===== src/rtl/iomem_pkg.sv =====
// Shared definitions for the iomem peripheral bus controller: FSM encoding,
// page map, status register layout and the default timeout error word.
package iomem_pkg;

   typedef enum logic [1:0] {
      ST_IDLE    = 2'd0,
      ST_ACCESS  = 2'd1,
      ST_RESPOND = 2'd2
   } state_t;

   localparam logic [7:0] PAGE_GPIO   = 8'h03;
   localparam logic [7:0] PAGE_AUDIO  = 8'h04;
   localparam logic [7:0] PAGE_VIDEO  = 8'h05;
   localparam logic [7:0] PAGE_I2C    = 8'h07;
   localparam logic [7:0] PAGE_STATUS = 8'h0F;

   localparam int STAT_BUS_ERR_BIT = 0;
   localparam int STAT_PAGE_LSB    = 8;
   localparam int STAT_COUNT_LSB   = 16;

   localparam logic [31:0] ERR_DATA_DEFAULT = 32'hDEAD_BEEF;

   function automatic logic [31:0] status_word(input logic [15:0] cnt,
                                               input logic [7:0]  page,
                                               input logic        berr);
      logic [31:0] w;
      w = '0;
      w[STAT_COUNT_LSB +: 16] = cnt;
      w[STAT_PAGE_LSB +: 8]   = page;
      w[STAT_BUS_ERR_BIT]     = berr;
      return w;
   endfunction

endpackage


===== src/rtl/iomem_ctrl_if.sv =====
// CPU-side iomem request/response bundle; the controller is the slave.
interface iomem_if;
   logic        iomem_valid;
   logic [3:0]  iomem_wstrb;
   logic [31:0] iomem_addr;
   logic [31:0] iomem_wdata;
   logic        iomem_ready;
   logic [31:0] iomem_rdata;

   modport master (output iomem_valid, iomem_wstrb, iomem_addr, iomem_wdata,
                   input  iomem_ready, iomem_rdata);
   modport slave  (input  iomem_valid, iomem_wstrb, iomem_addr, iomem_wdata,
                   output iomem_ready, iomem_rdata);
endinterface


===== src/rtl/iomem_watchdog.sv =====
// 16-bit load/decrement counter; expired flags the last cycle before it would hit zero.
module iomem_watchdog (
   input  logic        clk,
   input  logic        reset,
   input  logic        load,
   input  logic        dec,
   input  logic [15:0] load_value,
   output logic        expired
);
   logic [15:0] count_reg;

   always_ff @(posedge clk or posedge reset) begin
      if (reset) begin
         count_reg <= '0;
      end else if (load) begin
         count_reg <= load_value;
      end else if (dec && count_reg != 16'd0) begin
         count_reg <= count_reg - 16'd1;
      end
   end

   // A decrement taken while the count is 1 brings it to 0 this very cycle.
   assign expired = (count_reg == 16'd1);
endmodule


===== src/rtl/iomem_ctrl.sv =====
// iomem page decoder and sequencer: strobes one peripheral slot, waits for its
// ack under a watchdog, and returns a single-cycle ready with the read data.
module iomem_ctrl
   import iomem_pkg::*;
#(
   parameter int          NSLOTS      = 8,
   parameter logic [7:0]  BASE_PAGE   = PAGE_GPIO,
   parameter logic [7:0]  STATUS_PAGE = PAGE_STATUS,
   parameter int          TIMEOUT     = 255,
   parameter logic [31:0] ERR_DATA    = ERR_DATA_DEFAULT
) (
   input  logic                   clk,
   input  logic                   reset,
   iomem_if.slave                 iomem,
   output logic [NSLOTS-1:0]      per_sel,
   output logic [NSLOTS-1:0]      per_stb,
   output logic [7:0]             per_addr,
   output logic [3:0]             per_wstrb,
   output logic [31:0]            per_wdata,
   input  logic [NSLOTS*32-1:0]   per_rdata,
   input  logic [NSLOTS-1:0]      per_ack,
   output logic                   bus_err
);
   localparam int SW = (NSLOTS > 1) ? $clog2(NSLOTS) : 1;

   state_t            state_reg;
   logic              ready_reg;
   logic [31:0]       rdata_reg;
   logic [NSLOTS-1:0] sel_reg;
   logic [NSLOTS-1:0] stb_reg;
   logic [7:0]        addr_reg;
   logic [7:0]        page_reg;
   logic [3:0]        wstrb_reg;
   logic [31:0]       wdata_reg;
   logic [SW-1:0]     slot_reg;
   logic              bus_err_reg;
   logic [15:0]       err_count_reg;
   logic [7:0]        last_err_page_reg;

   logic [7:0]        req_page;
   logic [7:0]        req_offset;
   logic [SW-1:0]     req_slot;
   logic              in_range;
   logic              is_status;
   logic [NSLOTS-1:0] req_onehot;
   logic [31:0]       slot_rdata [NSLOTS];
   logic              ack_hit;
   logic              wd_load;
   logic              wd_dec;
   logic              expired;
   logic              unused_addr_bits;

   assign req_page         = iomem.iomem_addr[31:24];
   assign req_offset       = req_page - BASE_PAGE;
   assign in_range         = {1'b0, req_offset} < 9'(NSLOTS);
   assign req_slot         = req_offset[SW-1:0];
   assign is_status        = (req_page == STATUS_PAGE);
   assign unused_addr_bits = ^iomem.iomem_addr[23:8];

   generate
      for (genvar gi = 0; gi < NSLOTS; gi++) begin : g_slot
         assign req_onehot[gi] = in_range && (req_slot == SW'(gi));
         assign slot_rdata[gi] = per_rdata[32*gi +: 32];
      end
   endgenerate

   // Only the selected slot's ack counts; strays from other slots are masked.
   assign ack_hit = |(per_ack & sel_reg);
   assign wd_load = (state_reg == ST_IDLE) && iomem.iomem_valid && in_range;
   assign wd_dec  = (state_reg == ST_ACCESS) && !ack_hit;

   iomem_watchdog u_watchdog (
      .clk        (clk),
      .reset      (reset),
      .load       (wd_load),
      .dec        (wd_dec),
      .load_value (16'(TIMEOUT)),
      .expired    (expired)
   );

   always_ff @(posedge clk or posedge reset) begin
      if (reset) begin
         state_reg         <= ST_IDLE;
         ready_reg         <= 1'b0;
         rdata_reg         <= '0;
         sel_reg           <= '0;
         stb_reg           <= '0;
         addr_reg          <= '0;
         page_reg          <= '0;
         wstrb_reg         <= '0;
         wdata_reg         <= '0;
         slot_reg          <= '0;
         bus_err_reg       <= 1'b0;
         err_count_reg     <= '0;
         last_err_page_reg <= '0;
      end else begin
         case (state_reg)
            ST_IDLE: begin
               ready_reg <= 1'b0;
               if (iomem.iomem_valid) begin
                  addr_reg  <= iomem.iomem_addr[7:0];
                  page_reg  <= req_page;
                  wstrb_reg <= iomem.iomem_wstrb;
                  wdata_reg <= iomem.iomem_wdata;
                  if (in_range) begin
                     sel_reg   <= req_onehot;
                     stb_reg   <= req_onehot;
                     slot_reg  <= req_slot;
                     state_reg <= ST_ACCESS;
                  end else begin
                     ready_reg <= 1'b1;
                     state_reg <= ST_RESPOND;
                     if (is_status) begin
                        // Return the pre-clear value even when the write clears it.
                        rdata_reg <= status_word(err_count_reg, last_err_page_reg, bus_err_reg);
                        if (|iomem.iomem_wstrb) begin
                           bus_err_reg       <= 1'b0;
                           err_count_reg     <= '0;
                           last_err_page_reg <= '0;
                        end
                     end else begin
                        rdata_reg <= '0;
                     end
                  end
               end
            end
            ST_ACCESS: begin
               stb_reg <= '0;
               if (ack_hit) begin
                  rdata_reg <= slot_rdata[slot_reg];
                  ready_reg <= 1'b1;
                  sel_reg   <= '0;
                  state_reg <= ST_RESPOND;
               end else if (expired) begin
                  rdata_reg         <= ERR_DATA;
                  bus_err_reg       <= 1'b1;
                  last_err_page_reg <= page_reg;
                  if (err_count_reg != 16'hFFFF) begin
                     err_count_reg <= err_count_reg + 16'd1;
                  end
                  ready_reg <= 1'b1;
                  sel_reg   <= '0;
                  state_reg <= ST_RESPOND;
               end
            end
            ST_RESPOND: begin
               ready_reg <= 1'b0;
               state_reg <= ST_IDLE;
            end
            default: state_reg <= ST_IDLE;
         endcase
      end
   end

   assign iomem.iomem_ready = ready_reg;
   assign iomem.iomem_rdata = rdata_reg;
   assign per_sel           = sel_reg;
   assign per_stb           = stb_reg;
   assign per_addr          = addr_reg;
   assign per_wstrb         = wstrb_reg;
   assign per_wdata         = wdata_reg;
   assign bus_err           = bus_err_reg;
endmodule


===== src/flat_wrapper.sv =====
// flat-port wrapper written by rule: the top's interface ports become plain ports
module iomem_ctrl_flat import iomem_pkg::*;
#(
   parameter int          NSLOTS      = 8,
   parameter logic [7:0]  BASE_PAGE   = PAGE_GPIO,
   parameter logic [7:0]  STATUS_PAGE = PAGE_STATUS,
   parameter int          TIMEOUT     = 255,
   parameter logic [31:0] ERR_DATA    = ERR_DATA_DEFAULT
)
  (clk, reset, per_sel, per_stb, per_addr, per_wstrb, per_wdata, per_rdata, per_ack, bus_err, iomem_iomem_valid, iomem_iomem_wstrb, iomem_iomem_addr, iomem_iomem_wdata, iomem_iomem_ready, iomem_iomem_rdata);
  iomem_if iomem_i ();
  input  logic clk;
  input  logic reset;
  output logic [NSLOTS-1:0] per_sel;
  output logic [NSLOTS-1:0] per_stb;
  output logic [7:0] per_addr;
  output logic [3:0] per_wstrb;
  output logic [31:0] per_wdata;
  input  logic [NSLOTS*32-1:0] per_rdata;
  input  logic [NSLOTS-1:0] per_ack;
  output logic bus_err;
  input wire logic [$bits(iomem_i.iomem_valid)-1:0] iomem_iomem_valid;
  input wire logic [$bits(iomem_i.iomem_wstrb)-1:0] iomem_iomem_wstrb;
  input wire logic [$bits(iomem_i.iomem_addr)-1:0] iomem_iomem_addr;
  input wire logic [$bits(iomem_i.iomem_wdata)-1:0] iomem_iomem_wdata;
  output wire logic [$bits(iomem_i.iomem_ready)-1:0] iomem_iomem_ready;
  output wire logic [$bits(iomem_i.iomem_rdata)-1:0] iomem_iomem_rdata;
  assign iomem_i.iomem_valid = iomem_iomem_valid;
  assign iomem_i.iomem_wstrb = iomem_iomem_wstrb;
  assign iomem_i.iomem_addr = iomem_iomem_addr;
  assign iomem_i.iomem_wdata = iomem_iomem_wdata;
  assign iomem_iomem_ready = iomem_i.iomem_ready;
  assign iomem_iomem_rdata = iomem_i.iomem_rdata;
  iomem_ctrl #(.NSLOTS(NSLOTS), .BASE_PAGE(BASE_PAGE), .STATUS_PAGE(STATUS_PAGE), .TIMEOUT(TIMEOUT), .ERR_DATA(ERR_DATA)) u_core (.clk(clk), .reset(reset), .iomem(iomem_i), .per_sel(per_sel), .per_stb(per_stb), .per_addr(per_addr), .per_wstrb(per_wstrb), .per_wdata(per_wdata), .per_rdata(per_rdata), .per_ack(per_ack), .bus_err(bus_err));
endmodule

===== config.mk =====
export PLATFORM = sky130hd
export DESIGN_NAME = iomem_ctrl_flat
export DESIGN_NICKNAME = d
export VERILOG_FILES = /design/src/rtl/iomem_pkg.sv /design/src/rtl/iomem_ctrl_if.sv /design/src/rtl/iomem_watchdog.sv /design/src/rtl/iomem_ctrl.sv /design/src/flat_wrapper.sv
export SDC_FILE = /design/constraint.sdc
export NUM_CORES = 1
export LEC_CHECK = 0
export BUFFER_PORTS_ARGS = -buffer_cell sky130_fd_sc_hd__buf_4
export CORE_AREA = 2 2 165 167
export DETAILED_ROUTE_END_ITERATION = 10
export DIE_AREA = 0 0 167 169
export PLACE_DENSITY = 0.65
export SYNTH_ARGS = -nofsm -noshare
export SYNTH_HDL_FRONTEND = slang
export SYNTH_SLANG_ARGS = --single-unit

===== constraint.sdc =====
create_clock -name clk -period 13.3 [get_ports clk]
set_input_delay 2.66 -clock clk [delete_from_list [all_inputs] [get_ports clk]]
set_output_delay 2.66 -clock clk [all_outputs]
set_load 0.1 [all_outputs]

==> results of run 1 <==
==> synth_stat cells, drive strengths merged, types with 5 or more instances <==
| master | n | area, um2 |
|---|---|---|
| a21o | 5 | 37.5 |
| nor2 | 34 | 128 |
| a21oi | 47 | 235 |
| nand4 | 12 | 75.1 |
| xor2 | 7 | 61.3 |
| nor4 | 10 | 62.6 |
| inv | 23 | 86.3 |
| mux2 | 66 | 743 |
| mux2i | 63 | 631 |
| o2bb2a | 6 | 60.1 |
| o211ai | 9 | 67.6 |
| nand2 | 74 | 278 |
| buf | 8 | 50.0 |
| or4 | 6 | 48.8 |
| a22oi | 30 | 225 |
| o21ai | 73 | 365 |
| nand3 | 21 | 105 |
| nor3 | 7 | 35.0 |
| ha | 12 | 150 |
| and3 | 8 | 50.1 |
| clkbuf | 46 | 173 |
| a22o | 6 | 52.6 |
| mux4 | 33 | 743 |
| dfrtp | 147 | 3680 |
| a221oi | 7 | 78.8 |
| o31ai | 8 | 73.8 |
==> worst min-delay path, stage by stage (launching register included) <==
cell and delay [ps]:
dfrtp_1 340, nand2_1 40, o21ai_0 50
==> final cells by class <==
class,instances,share of cell area (%)
diodes,4,0.0795
clock buffers,17,3.38
clock inverters,15,1.14
inverters,23,0.726
multi-input cells,583,36.8
flip-flops and latches,147,29.3
well taps,341,3.39
repair buffers,422,25.2
==> stage by stage <==
stage	hold WS, ps	cell area, um2	power, mW	setup slack [ps]
2_1_floorplan	441	8610	1.69	6690
3_3_place_gp	464	12000	2.03	7550
3_5_place_dp	469	12000	2.05	7520
4_1_cts	484	12600	2.53	7950
5_1_grt	511	12600	2.62	7700
6_report	478	12600	2.51	7970
==> cells by family (layout without fill, tap and decap cells) <==
logic type               count (synthesis)  in the layout
XOR/XNOR                                11             11
flip-flops                             147            147
AO/OA/AOI/OAI                          204            204
multiplexers                           162            162
adder cells (fa/ha/maj)                 12             12
buffers and inverters                   77            477
AND/OR/NAND/NOR                        194            194
other                                    0              4
==> worst min-delay path by stage <==
stage               depth (start not counted)  slack, ps                           to                        start
floorplan                                   2        440  u_core.last_err_page_reg[6]  u_core.last_err_page_reg[6]
global placement                            2        460            u_core.per_stb[2]            u_core.per_stb[2]
detailed placement                          1        470            u_core.per_stb[7]            u_core.per_stb[7]
CTS                                         1        480            u_core.per_stb[7]            u_core.per_stb[7]
global route                                2        510  u_core.last_err_page_reg[7]  u_core.last_err_page_reg[7]
finish                                      2        480           u_core.page_reg[2]           u_core.page_reg[2]
==> routing by layer <==
layer  share of wire (%)  track usage (%)  vias up
li1                    -                -     3811
met1                  41             27.5     4012
met2                  49             37.6      335
met3                 7.8             5.94       29
met4                 1.9             6.71        0
met5                   0                0        -
==> power groups by stage <==
stage               clock network (mW)  logic, mW  registers (mW)
global placement                     0       1.36           0.669
global route                     0.502       1.43           0.686
detailed placement                   0       1.38           0.675
finish                           0.469       1.37           0.669
floorplan                            0      0.431            1.26
CTS                              0.482       1.38           0.669
==> flow_summary.yaml, run 1 <==
timing:
  fin_crit_ps: 5330
  slew_headroom_pct: 29.3
  rsz0062_at_grt: "false"
  worst_slew_pin_slew_ps: 1060
  setup_viol: 0
  slew_violations: 0
  fin_skew_ps: 16.0
  timing.final.crit_share_pct: 40.1
  max_freq_mhz: 188
  hold_viol_final: 0
  tns_ps: 0
drt:
  dr.pass1.iters: 5
  finalWirelength_um: 31900
  drc_errors: 0
  drt-initial-drc-count: 430
  num_vias: 8187
  antenna_left: 0
  viasPerCell: 5.28
  wire_per_inst_um: 20.5
critical_path:
  path_max_fanout: 17
  worstPathArrival_ps: 5690
  path_delay_family: "simple AND/OR/NAND/NOR gates"
  crit_start: "iomem_iomem_addr[30]"
  required_ps: 13660
  ff2ff_path_depth: 6
  timing.rr.start: "u_core.u_watchdog.count_reg[2]"
  slowest_stage: "nand4_1"
  cp_num_buf_inv: 1
  cpMostUsedCell: "nand4_1"
  rrSetupSlack_ps: 10160
  crit_path_end_kind: "flip-flop"
  crit_type: "input port to flip-flop"
  crit_chain: "buf_4 > nor3_1 > nand4_1 > o31ai_1 > nand4_1 > or4_1 > nand3_1"
  worst-path-stages: 7
  crit_path_end: "u_core.err_count_reg[13]"
  crit-reg2reg-capture: "u_core.err_count_reg[13]"
  start_kind: "input port"
  critical_path.max_stage_delay_ps: 720
synth:
  synth_area_um2: 8610
  synth_xor_area_share_pct: 1.12
  ys_warn_count: 0
  synth_edf_count: 0
  avgSynthCellArea_um2: 10.7
  synth-compound-area-share_pct: 15.2
  synth_nets: 1154
  synth_top_family_by_area: "multiplexers"
  yosys.area_share.simple_pct: 11.0
  synth_cells: 807
  yosysSeqAreaShare_pct: 42.7
  muxShareOfSynthArea_pct: 24.6
  synth_fa_ha_area_share_pct: 1.74
  synthArstFlopShare_pct: 100
  synthDistinctLibCells: 54
  synth-seq-cells: 147
  synthFlopType: "dfrtp_1"
layout:
  regArea_um2: 3680
  drive_above_1_share_pct: 46.5
  layout_common_cells: "buf_4 (422), dfrtp_1 (145), nand2_1 (73), o21ai_0 (73), mux2i_1 (63)"
  mostFrequentLayoutCell: "buf_4"
  stdcell_count: 1552
  final_nets: 1541
  multi_input_area_um2: 4630
  synthToLayoutAreaGrowth_pct: 46.1
  fin_util_pct: 47.5
  n_fill_cell: 2550
die:
  rows: 60
  core_region_area_um2: 26500
  initial_core_util_pct: 32.5
  ioPinCount: 429
  die_h_um: 169
  die_w_um: 167
  dieArea_um2: 28200
min_path:
  holdCritPathClass: "flip-flop to flip-flop"
power_and_ir_drop:
  comb_power_share_pct: 54.6
  switchingPower_mw: 1.26
  p_leak_nw: 5.78
  swShare_pct: 50.4
  internal_power_mw: 1.24
  p_seq_share_pct: 26.7
  power_density_nw_per_um2: 199
  vdd_drop_max_mv: 0.242
  pwr-share-clk_pct: 18.7
run_status:
  status: "finished clean"
clocking:
  clk_pin_slew_ps: 60
  numCtsBuffers: 17
  numClockSinks: 147
  h-tree-depth: 4
  cts_root_buffer: "clkbuf_16"
  clock_path_buffers: 2
  tritoncts: "built"
  post_cts_buffers: 0
  hold_buffers: 0
  cts_resized: 0
  clk_latency_ps: 430
job:
  cap_viol_max_count: 0
grt:
  overflow: 0
  grt_max_degree: 81
  grt_pass1_vias: 8416
  antenna_found_initial: 4
  grt_first_pass_wirelength_um: 48200
  grt_usage_pct: 22.1
placed_design:
  dp_hpwl_um: 25000
  placed_cells: 1516
  place.gp.congestion: 0.953
  numPortBuffers: 412
Power figures use the tool's default switching activity.
==> run 2: changes to the inputs <==
- clock period: 13.3 -> 5 ns (I/O delays scaled with it)
==> flow_summary.yaml, run 2 (synthesis gave the netlist of run 1 again) <==
drt:
  antenna_left: 0
  viasPerCell: 5.29
  finalWirelength_um: 31900
  dr.pass1.iters: 5
  drt-initial-drc-count: 471
  wire_per_inst_um: 20.5
  num_vias: 8233
  drc_errors: 0
critical_path:
  required_ps: 5350
  start_kind: "input port"
  crit_type: "input port to flip-flop"
  critical_path.max_stage_delay_ps: 650
  crit_path_end_kind: "flip-flop"
  crit_chain: "buf_4 > nor3_1 > nand4_1 > o31ai_1 > nand3_1 > buf_4 > or4_1 > nand3_1"
  worstPathArrival_ps: 3500
  path_max_fanout: 20
  slowest_stage: "o31ai_1"
layout:
  layout_common_cells: "buf_4 (424), dfrtp_1 (145), nand2_1 (73), o21ai_0 (73), mux2i_1 (63)"
  regArea_um2: 3680
  drive_above_1_share_pct: 46.6
  synthToLayoutAreaGrowth_pct: 46.6
  multi_input_area_um2: 4630
  final_nets: 1544
  mostFrequentLayoutCell: "buf_4"
  stdcell_count: 1556
  n_fill_cell: 2542
power_and_ir_drop:
  p_leak_nw: 5.80
  vdd_drop_max_mv: 0.513
  power_density_nw_per_um2: 529
timing:
  slew_violations: 0
  tns_ps: 0
  slew_headroom_pct: 32.0
  rsz0062_at_grt: "false"
  fin_crit_ps: 3150
  hold_viol_final: 0
  timing.final.crit_share_pct: 63.1
  final.setup.worst_slack_ps: 1850
  worst_slew_pin_slew_ps: 1020
  setup_viol: 0
  fin_skew_ps: 15.8
  max_freq_mhz: 317
die:
  die_w_um: 167
  dieArea_um2: 28200
  ioPinCount: 429
  core_region_area_um2: 26500
  rows: 60
  initial_core_util_pct: 32.5
  die_h_um: 169
placed_design:
  placed_cells: 1519
  place.gp.congestion: 0.956
  dp_hpwl_um: 25100
  dp_slack_ps: 1400
  numPortBuffers: 412
clocking:
  tritoncts: "built"
  post_cts_buffers: 0
  cts_root_buffer: "clkbuf_16"
  clock_path_buffers: 2
  hold_buffers: 0
  clk_latency_ps: 430
  h-tree-depth: 4
  numClockSinks: 147
  clk_pin_slew_ps: 60
  numCtsBuffers: 17
  cts_resized: 0
job:
  cap_viol_max_count: 0
grt:
  antenna_found_initial: 5
  grt_usage_pct: 22.3
  grt_first_pass_wirelength_um: 48700
  overflow: 0
  grt_max_degree: 84
  grt_pass1_vias: 8297
min_path:
  holdCritPathClass: "flip-flop to flip-flop"
run_status:
  status: "finished clean"
[run 2: path summary, 6_finish.rpt]
path / start / to / slack, ps / depth (start not counted)
max: iomem_iomem_addr[30] / u_core.err_count_reg[11] / 1850 / 8
min: u_core.last_err_page_reg[3] / u_core.last_err_page_reg[3] / 480 / 2
max reg2reg: u_core.u_watchdog.count_reg[2] / u_core.iomem.iomem_rdata[19] / 1940 / 6
min reg2reg: u_core.last_err_page_reg[3] / u_core.last_err_page_reg[3] / 480 / 2
max in group asynchronous: reset / u_core.iomem.iomem_rdata[12] / 3330 / 3
min in group asynchronous: reset / u_core.per_sel[2] / 710 / 2
[run 2: layout make-up]
cell class	count	area share, %
Antenna cell	5	0.0991
Clock buffer	17	3.37
Clock inverter	15	1.16
Inverter	23	0.724
Multi-Input combinational cell	583	36.7
Sequential cell	147	29.2
Tap cell	341	3.38
Timing Repair Buffer	425	25.4
[run 2: critical path: cells and delay by family]
| family | cells | cell delay, ps |
|---|---|---|
| buffers and inverters | 2 | 350 |
| AO/OA/AOI/OAI | 1 | 650 |
| AND/OR/NAND/NOR | 5 | 1520 |
[run 2: metal layers]
| metal | share of wire (%) | global-route usage (%) |
|---|---|---|
| met1 | 41 | 28.5 |
| met2 | 48 | 35.8 |
| met3 | 8.7 | 6.57 |
| met4 | 2.8 | 8.40 |
| met5 | 0 | 0 |
[run 2: stage by stage]
stage          utilization, %  power, mW  instance area [um2]  hold slack, ps
2_1_floorplan               -       4.50                 8610             441
3_3_place_gp             45.4       5.41                12000             464
3_5_place_dp             45.4       5.45                12000             467
4_1_cts                  47.6       6.74                12600             488
5_1_grt                  47.6       6.98                12600             496
6_report                 47.6       6.68                12600             480
[run 2: power breakdown]
group	leakage [nW]	internal, mW	switching (mW)
combinational	3.66	1.10	2.54
clock	0.281	0.699	0.559
sequential	1.86	1.51	0.268
total	5.80	3.31	3.37
